[src/rtl/mem_port_arbiter_pkg.sv]
// -----------------------------------------------------------------------------
// mem_port_arbiter_pkg
// Shared types and default sizes for the unified-memory port arbiter.
//   arb_state_t : arbiter FSM states (IDLE / BUSY / RESP)
//   grant_t     : which requester owns the current memory access
//   ARB_*       : default parameter values used by mem_port_arbiter
// -----------------------------------------------------------------------------
package mem_port_arbiter_pkg;

  localparam int ARB_ADDR_W        = 32;
  localparam int ARB_DATA_W        = 32;
  localparam int ARB_MAX_DM_STREAK = 4;
  localparam int ARB_TIMEOUT       = 64;

  typedef enum logic [1:0] {
    IDLE = 2'd0,
    BUSY = 2'd1,
    RESP = 2'd2
  } arb_state_t;

  typedef enum logic {
    GNT_IF = 1'b0,
    GNT_DM = 1'b1
  } grant_t;

endpackage

[src/rtl/mem_port_arbiter_priority.sv]
// -----------------------------------------------------------------------------
// arb_priority
// Winner selection between instruction fetch (IF) and data (DM) requesters.
// DM normally wins; after MAX_DM_STREAK consecutive DM grants made while IF
// was waiting, IF gets the next grant so fetch cannot starve.
// Ports:
//   clk_i, rst_i  clock, synchronous active-low reset
//   arb_i         an arbitration is taken this cycle (commits the streak update)
//   if_req_i      fetch request
//   dm_req_i      data request
//   gnt_o         winner for this cycle (combinational)
// -----------------------------------------------------------------------------
module arb_priority
  import mem_port_arbiter_pkg::*;
#(
  parameter int MAX_DM_STREAK = ARB_MAX_DM_STREAK
) (
  input  logic   clk_i,
  input  logic   rst_i,
  input  logic   arb_i,
  input  logic   if_req_i,
  input  logic   dm_req_i,
  output grant_t gnt_o
);

  localparam int            SW         = $clog2(MAX_DM_STREAK + 1);
  localparam logic [SW-1:0] STREAK_MAX = SW'(MAX_DM_STREAK);

  logic [SW-1:0] streak_q, streak_d;
  logic          if_turn;

  // IF only takes precedence once DM has used up its streak while IF waited.
  assign if_turn = if_req_i & (streak_q == STREAK_MAX);

  always_comb begin
    gnt_o = GNT_IF;
    if (dm_req_i && !if_turn) gnt_o = GNT_DM;
  end

  // The streak only measures how long IF has been passed over, so it resets
  // whenever IF wins or IF is not asking at all.
  always_comb begin
    streak_d = streak_q;
    if (arb_i) begin
      if (gnt_o == GNT_IF || !if_req_i) streak_d = '0;
      else if (streak_q != STREAK_MAX)  streak_d = streak_q + 1'b1;
    end
  end

  always_ff @(posedge clk_i) begin
    if (!rst_i) streak_q <= '0;
    else        streak_q <= streak_d;
  end

endmodule

[src/rtl/mem_port_arbiter.sv]
// -----------------------------------------------------------------------------
// mem_port_arbiter
// Shares one single-ported memory between the IF fetch port and the MEM-stage
// data port. One access at a time: IDLE picks a winner and latches its request,
// BUSY holds mem_req_o until mem_ack_i, RESP pulses the winner's ack for one
// cycle. stall_o is high while any request is still waiting for its ack.
// Optional build macro: ARB_TIMEOUT_EN adds a BUSY watchdog that completes the
// access with rdata 0 after TIMEOUT cycles and sets the sticky err_o flag.
// Ports:
//   clk_i, rst_i                        clock, synchronous active-low reset
//   if_req_i/if_addr_i                  fetch request (always a read)
//   if_ack_o/if_rdata_o                 fetch response
//   dm_req_i/dm_we_i/dm_addr_i/dm_wdata_i  data request
//   dm_ack_o/dm_rdata_o                 data response
//   mem_req_o/mem_we_o/mem_addr_o/mem_wdata_o  memory request, held until ack
//   mem_ack_i/mem_rdata_i               memory completion, rdata valid with ack
//   stall_o                             pipeline stall
//   err_o                               sticky watchdog timeout flag
// -----------------------------------------------------------------------------
module mem_port_arbiter
  import mem_port_arbiter_pkg::*;
#(
  parameter int ADDR_W        = ARB_ADDR_W,
  parameter int DATA_W        = ARB_DATA_W,
  parameter int MAX_DM_STREAK = ARB_MAX_DM_STREAK,
  parameter int TIMEOUT       = ARB_TIMEOUT
) (
  input  logic              clk_i,
  input  logic              rst_i,
  input  logic              if_req_i,
  input  logic [ADDR_W-1:0] if_addr_i,
  output logic              if_ack_o,
  output logic [DATA_W-1:0] if_rdata_o,
  input  logic              dm_req_i,
  input  logic              dm_we_i,
  input  logic [ADDR_W-1:0] dm_addr_i,
  input  logic [DATA_W-1:0] dm_wdata_i,
  output logic              dm_ack_o,
  output logic [DATA_W-1:0] dm_rdata_o,
  output logic              mem_req_o,
  output logic              mem_we_o,
  output logic [ADDR_W-1:0] mem_addr_o,
  output logic [DATA_W-1:0] mem_wdata_o,
  input  logic              mem_ack_i,
  input  logic [DATA_W-1:0] mem_rdata_i,
  output logic              stall_o,
  output logic              err_o
);

  arb_state_t        state_q;
  grant_t            gnt_q, gnt_w;
  logic              arb_w, tmo_hit_w;
  logic              mem_req_q, mem_we_q;
  logic [ADDR_W-1:0] mem_addr_q;
  logic [DATA_W-1:0] mem_wdata_q;
  logic              if_ack_q, dm_ack_q;
  logic [DATA_W-1:0] if_rdata_q, dm_rdata_q, resp_data_w;

  assign arb_w = (state_q == IDLE) & (if_req_i | dm_req_i);

  arb_priority #(
    .MAX_DM_STREAK(MAX_DM_STREAK)
  ) u_prio (
    .clk_i   (clk_i),
    .rst_i   (rst_i),
    .arb_i   (arb_w),
    .if_req_i(if_req_i),
    .dm_req_i(dm_req_i),
    .gnt_o   (gnt_w)
  );

`ifdef ARB_TIMEOUT_EN
  localparam int            TW       = $clog2(TIMEOUT + 1);
  localparam logic [TW-1:0] TMO_LAST = TW'(TIMEOUT - 1);

  logic [TW-1:0] tmo_q;
  logic          err_q;

  // Fires in the TIMEOUT-th BUSY cycle if the memory still has not answered;
  // a real ack in that same cycle takes precedence.
  assign tmo_hit_w = (state_q == BUSY) & ~mem_ack_i & (tmo_q == TMO_LAST);

  always_ff @(posedge clk_i) begin
    if (!rst_i) begin
      tmo_q <= '0;
      err_q <= 1'b0;
    end else begin
      if (state_q != BUSY) tmo_q <= '0;
      else if (!mem_ack_i) tmo_q <= tmo_q + 1'b1;
      if (tmo_hit_w)       err_q <= 1'b1;
    end
  end

  assign err_o = err_q;
`else
  assign tmo_hit_w = 1'b0;
  // Watchdog compiled out: err_o is 0 for any legal (positive) TIMEOUT.
  assign err_o = (TIMEOUT < 0);
`endif

  // A timed-out access returns zero instead of whatever is on the bus.
  assign resp_data_w = mem_ack_i ? mem_rdata_i : '0;

  always_ff @(posedge clk_i) begin
    if (!rst_i) begin
      state_q     <= IDLE;
      gnt_q       <= GNT_IF;
      mem_req_q   <= 1'b0;
      mem_we_q    <= 1'b0;
      mem_addr_q  <= '0;
      mem_wdata_q <= '0;
      if_ack_q    <= 1'b0;
      dm_ack_q    <= 1'b0;
      if_rdata_q  <= '0;
      dm_rdata_q  <= '0;
    end else begin
      case (state_q)
        IDLE: begin
          if (if_req_i || dm_req_i) begin
            gnt_q     <= gnt_w;
            mem_req_q <= 1'b1;
            state_q   <= BUSY;
            if (gnt_w == GNT_DM) begin
              mem_we_q    <= dm_we_i;
              mem_addr_q  <= dm_addr_i;
              mem_wdata_q <= dm_wdata_i;
            end else begin
              mem_we_q    <= 1'b0;
              mem_addr_q  <= if_addr_i;
              mem_wdata_q <= '0;
            end
          end
        end
        BUSY: begin
          if (mem_ack_i || tmo_hit_w) begin
            mem_req_q <= 1'b0;
            mem_we_q  <= 1'b0;
            state_q   <= RESP;
            if (gnt_q == GNT_DM) begin
              dm_rdata_q <= resp_data_w;
              dm_ack_q   <= 1'b1;
            end else begin
              if_rdata_q <= resp_data_w;
              if_ack_q   <= 1'b1;
            end
          end
        end
        RESP: begin
          if_ack_q <= 1'b0;
          dm_ack_q <= 1'b0;
          state_q  <= IDLE;
        end
        default: state_q <= IDLE;
      endcase
    end
  end

  assign mem_req_o   = mem_req_q;
  assign mem_we_o    = mem_we_q;
  assign mem_addr_o  = mem_addr_q;
  assign mem_wdata_o = mem_wdata_q;
  assign if_ack_o    = if_ack_q;
  assign dm_ack_o    = dm_ack_q;
  assign if_rdata_o  = if_rdata_q;
  assign dm_rdata_o  = dm_rdata_q;

  assign stall_o = (if_req_i & ~if_ack_q) | (dm_req_i & ~dm_ack_q);

endmodule
[config.mk]
export PLATFORM = sky130hd
export DESIGN_NAME = mem_port_arbiter
export DESIGN_NICKNAME = d
export VERILOG_FILES = /design/src/rtl/mem_port_arbiter_pkg.sv /design/src/rtl/mem_port_arbiter_priority.sv /design/src/rtl/mem_port_arbiter.sv
export SDC_FILE = /design/constraint.sdc
export NUM_CORES = 1
export LEC_CHECK = 0
export CORE_MARGIN = 2
export CORE_UTILIZATION = 43
export CTS_BUF_LIST = sky130_fd_sc_hd__clkbuf_4
export DETAILED_ROUTE_END_ITERATION = 8
export GPL_TIMING_DRIVEN = 1
export PLACE_DENSITY = 0.93
export SKIP_CTS_REPAIR_TIMING = 1
export SKIP_LAST_GASP = 1
export SLEW_MARGIN = 20
export SYNTH_ARGS = -nofsm -noshare
export SYNTH_HDL_FRONTEND = slang
export SYNTH_SLANG_ARGS = --single-unit
[constraint.sdc]
create_clock -name clk_i -period 1.7 [get_ports clk_i]
set_input_delay 0.425 -clock clk_i [delete_from_list [all_inputs] [get_ports clk_i]]
set_output_delay 0.425 -clock clk_i [all_outputs]
set_load 0.01 [all_outputs]
# Yosys cells after proc, flatten, opt, wreduce, memory -nomap -nowiden
# Cells that the tools add are included.
# W data, S select, Z words.
[classes]
n_bitwise = 10
eq_ne = 8
reduce_logical = 17
n_mux = 20
addsub = 1
[ops]
columns = ["op", "count"]
rows = [
  ["$mux W32", 2],
  ["$reduce_and A3 Y1", 5],
  ["$mux W1", 9],
  ["$pmux W1 S2", 4],
  ["$mux W3", 2],
  ["$ne A2 B2 Y1 const B", 3],
  ["$reduce_and A2 Y1", 3],
  ["$reduce_bool A2 Y1", 3],
  ["$and A1 B1 Y1", 4],
  ["$mux W2", 2],
  ["$not A1 Y1", 4],
  ["$pmux W2 S2", 1],
  ["$add A3 B1 Y3 const B", 1],
  ["$eq A3 B3 Y1 const B", 1],
  ["$ne A3 B3 Y1 const B", 1],
  ["$eq A2 B1 Y1 const B", 1],
  ["$eq A2 B2 Y1 const B", 1],
  ["$logic_not A1 Y1", 2],
  ["$logic_not A2 Y1", 1],
  ["$logic_or A1 B1 Y1", 2],
  ["$ne A2 B1 Y1 const B", 1],
  ["$or A1 B1 Y1", 2],
  ["$logic_and A1 B1 Y1", 1],
]
[totals]
word_cells = 67
ff_bits = 138

# Longest topological paths before layout
[logic_depth]
ltp_word = 9
mapped_depth = 7
ltp_nobuf = 5

# Hierarchy
# From an unflattened synthesis, not the netlist that was laid out.
[hier_totals]
hier_cells = 639
area_unflattened_um2 = 5759.3
[modules_own_cells]
columns = ["module", "area_per_inst_um2", "seq_area_each_um2", "n_inst", "cells_each"]
rows = [
  ["mem_port_arbiter", 5577.8, 2702.6, 1, 619],
  ["arb_priority", 181.4, 60.1, 1, 20],
]

# Worst setup path before layout
# No wires, ideal clock.
[synth_timing]
path_type = "in2out"
start = "input dm_req_i"
end = "output stall_o"
arrival_ns = 1.199
path_buffers = 3
cell_stages = 5
setup_slack_ns = 0.076
path_cell_list = "buf_2 -> buf_2 -> buf_2 -> inv_1 -> o22ai_1"
[synth_between]
elab_chain_len = 2
[synth_lines]
columns = ["item", "line_no", "rtl"]
rows = [
  ["start, declared", "mem_port_arbiter.sv:34", "input logic dm_req_i,"],
  ["$and A1 B1 Y1", "mem_port_arbiter.sv:167", "assign stall_o = (if_req_i & ~if_ack_q) | (dm_req_i & ~dm_ack_q);"],
  ["$or A1 B1 Y1", "mem_port_arbiter.sv:167", ""],
  ["end, declared", "mem_port_arbiter.sv:46", "output logic stall_o,"],
]
# Every way passes these cells.

# Final worst setup path
[layout_timing]
start = "input if_req_i"
end = "output stall_o"
[layout_between]
elab_chain_len = 2
[layout_lines]
columns = ["item", "line_no", "rtl"]
rows = [
  ["start, declared", "mem_port_arbiter.sv:30", "input logic if_req_i,"],
  ["$and A1 B1 Y1", "mem_port_arbiter.sv:167", ""],
  ["$or A1 B1 Y1", "mem_port_arbiter.sv:167", ""],
]
# Every way passes these cells.

==> impl_results.md <==
* Main flop type after synthesis: dfxtp_1
* Critical path class: input pin to primary output
* Non-filler cells in the finished layout at 1,108
* Slew Viols, Final at 0
* PwrDens at 766.4 mW/mm²
* # IOs at 268
* Skew final at 0.01325 ns
* Sequential power share at 48.8%
* Proportion of layout cells with a drive suffix above 1 at 8.798%
* Placed cell areas at 0.008680 mm²
* Reg-to-reg endpoint: mem_addr_o[6]
* Core ar. at 0.01314 mm²
* Post-DP HPWL at 12.64 mm
* Outcome: finished with violations
* Nets at 1,055
* Fin area at 0.009417 mm²
* Combinational family with the most area after synthesis: compound AO/OA/AOI/OAI gates
* Worst path required time at 1.27 ns
* Multiplexer share of the synthesized area at 0%
* Minimum clock period at 1.766 ns
* Largest net degree at the start of global routing at 95
* Final core utilization at 71.68%
* Remaining Overflow, GRT at 0
* R2R cell count at 6
* First-pass GRT wire length at 29.12 mm
* Max Freq at 566.4 MHz
* Yosys cell types at 39
* Filler Cells Inserted at 924
* H-Tree Depth at 4
* Post-route ant nets at 0
* Fraction of registers with async set/reset at 0%
* Simple-Gate Fraction of Synth Area at 18.04%
* Worst setup EP type: primary output
* Layout area overhead at 63.57%
* Initial Utilization at 43.82%
* Hold Path Class: input pin to flop
* Initial antenna violation count at 0
* Synthesized area at 0.005757 mm²
* Worst Hold Slack at 0.3629 ns
* Switch share at 28.61%
* Setup slack after layout at -0.06551 ns
* Placed Instances at 1,070
* Synthesized flop and latch total at 138
* Final hold violation count at 0
* Failing checks: setup timing
* Worst r2r src: u_prio.streak_q[0]
* Area fraction in compound gates after synthesis at 26.99%
* Post-Syn Instances at 677
* Port Buffer Count at 266
* Combinational power share at 21.6%
* Total power at 7.217 mW
* CTS tree: built
* 1st-pass router iterations at 5
* MaxCap Viol Count at 0
* Tot GR Track Use at 25.36%
* Die Wd at 119.7 µm
* Clock slew at reported path FFs at 0.11 ns
* Leakage at 5.594 nW
* DRT iter0 DRCs at 563
* Synth Area in Adders at 0.4347%
* Synth Warn # at 0
* Period utilization at 103.9%
* Clk_lat worst skew at 0.54 ns
* Drc violations at 0
* # diodes at 0
* Mean post-synth cell area at 8.503 µm²
* Peak supply drop at 408.2 µV
* CP max stage delay at 0.50 ns
* Seq/Total Area, Yosys at 47.99%
* XOR/XNOR Fraction of Synth Area at 0%
* RSZ-0062 raised after global routing: true
* DR WL/cell at 17.98 µm
* End of the worst hold path: gnt_q
* CP Cell Sequence: clkdlybuf4s50_1 > inv_1 > o22ai_1 > dlymetal6s2s_1
* Syn nets at 813
* GPL Wtd Cong at 0.7968
* Register area at 0.002765 mm²
* Hold_sp: dm_req_i
* Vias in the first global route at 5,707
* Multi-input gate area at 0.002669 mm²
* Setup violators final at 1
* Post-synth EDFFs at 0
* Critical path launch point type: input pin
* Post-Route Setup TNS at -0.06551 ns
* Die H at 119.7 µm
* Clock Path Buffers at 2
* DR vias at 6,138
* Row count at 42
* Cell-internal power at 5.152 mW
* CTS Root Cell: clkbuf_4
* Die Area at 0.01433 mm²
* Max FO, Critical Path at 2
* Vias per cell at 5.540
* Pre-CTS setup slack at -0.4668 ns
* Worst path slowest cell: clkdlybuf4s50_1
* Clock sinks at 138
* Hold Path Stages at 4
* R2r setup slk at 0.09 ns
* Routed WL at 19.92 mm
* Sw power at 2.065 mW
* CTS Buf Count at 17
* Clock network power share at 29.6%
* CP arrival at 1.34 ns
==> power groups by stage <==
stage / registers, mW / clock network [mW] / logic [mW]
floorplan: 3.67 / 0 / 0.618
global placement: 3.59 / 0 / 1.56
detailed placement: 3.60 / 0 / 1.58
CTS: 3.53 / 2.19 / 1.59
global route: 3.55 / 2.34 / 1.67
finish: 3.52 / 2.14 / 1.56
==> cell usage in the layout (no fill, tap or decap), types with 4 or more instances in the layout <==
master	n
o311a_1	32
nand4_1	36
buf_4	14
inv_1	4
o21bai_2	4
dlymetal6s2s_1	133
a21oi_1	103
clkbuf_4	17
o21bai_1	28
a21boi_0	32
and3_1	32
dfxtp_1	136
clkinv_2	4
clkinvlp_4	5
o21ai_1	4
nand2_1	129
buf_12	14
clkdlybuf4s50_1	132
o21ai_0	31
==> flip-flops by register name, summed over array words and instances (netlist names) <==
name and count:
mem_we_o 1, dm_rdata_o 32, dm_ack_o 1, u_prio.streak_q 3, mem_wdata_o 32, mem_req_o 1, state_q 2, gnt_q 1
if_ack_o 1, if_rdata_o 32, mem_addr_o 32
==> Yosys cell counts, types with 22 or more instances <==
library cell	number	area [µm²]
dfxtp_1	138	2763
nand2_1	129	484.2
a21oi_1	105	525.5
clkbuf_1	43	161.4
nand4_1	36	225.2
a21boi_0	32	240.2
and3_1	32	200.2
o311a_1	32	320.3
o21ai_0	31	155.2
o21bai_1	28	210.2
buf_2	22	110.1
==> worst max path at each step <==
stage              from       to  slack, ns  cells past startpoint
2_1_floorplan  dm_req_i  stall_o       0.08                      5
3_3_place_gp   if_req_i  stall_o      -0.50                      4
3_5_place_dp   if_req_i  stall_o      -0.47                      4
4_1_cts        if_req_i  stall_o      -0.47                      4
5_1_grt        if_req_i  stall_o      -0.13                      4
6_report       if_req_i  stall_o      -0.07                      4
==> routing by layer <==
metal / up-vias / GRT usage, % / wire [µm]
met5: - / 0 / 0
met4: 0 / 9.926 / 423
met1: 2900 / 29.38 / 7684
met3: 36 / 8.650 / 1808
li1: 2895 / - / -
met2: 307 / 43.11 / 10010
==> final cells by class <==
cell class | count | area share [%]
flip-flops and latches | 138 | 29.36
repair buffers | 299 | 36.78
inverters | 5 | 0.2126
clock buffers | 17 | 1.355
clock inverters | 15 | 1.608
well taps | 176 | 2.339
multi-input cells | 458 | 28.34
==> worst max-delay path: cells and delay by family <==
family	cells	cell delay (ns)
buffers and inverters	3	0.75
AO/OA/AOI/OAI	1	0.16
==> logic make-up after synthesis <==
group / after synthesis
other cells: 1
fa+ha+maj: 2
compound gates: 241
flops: 138
buf+inv: 81
simple gates: 214
(Power assumes the default switching activity.)
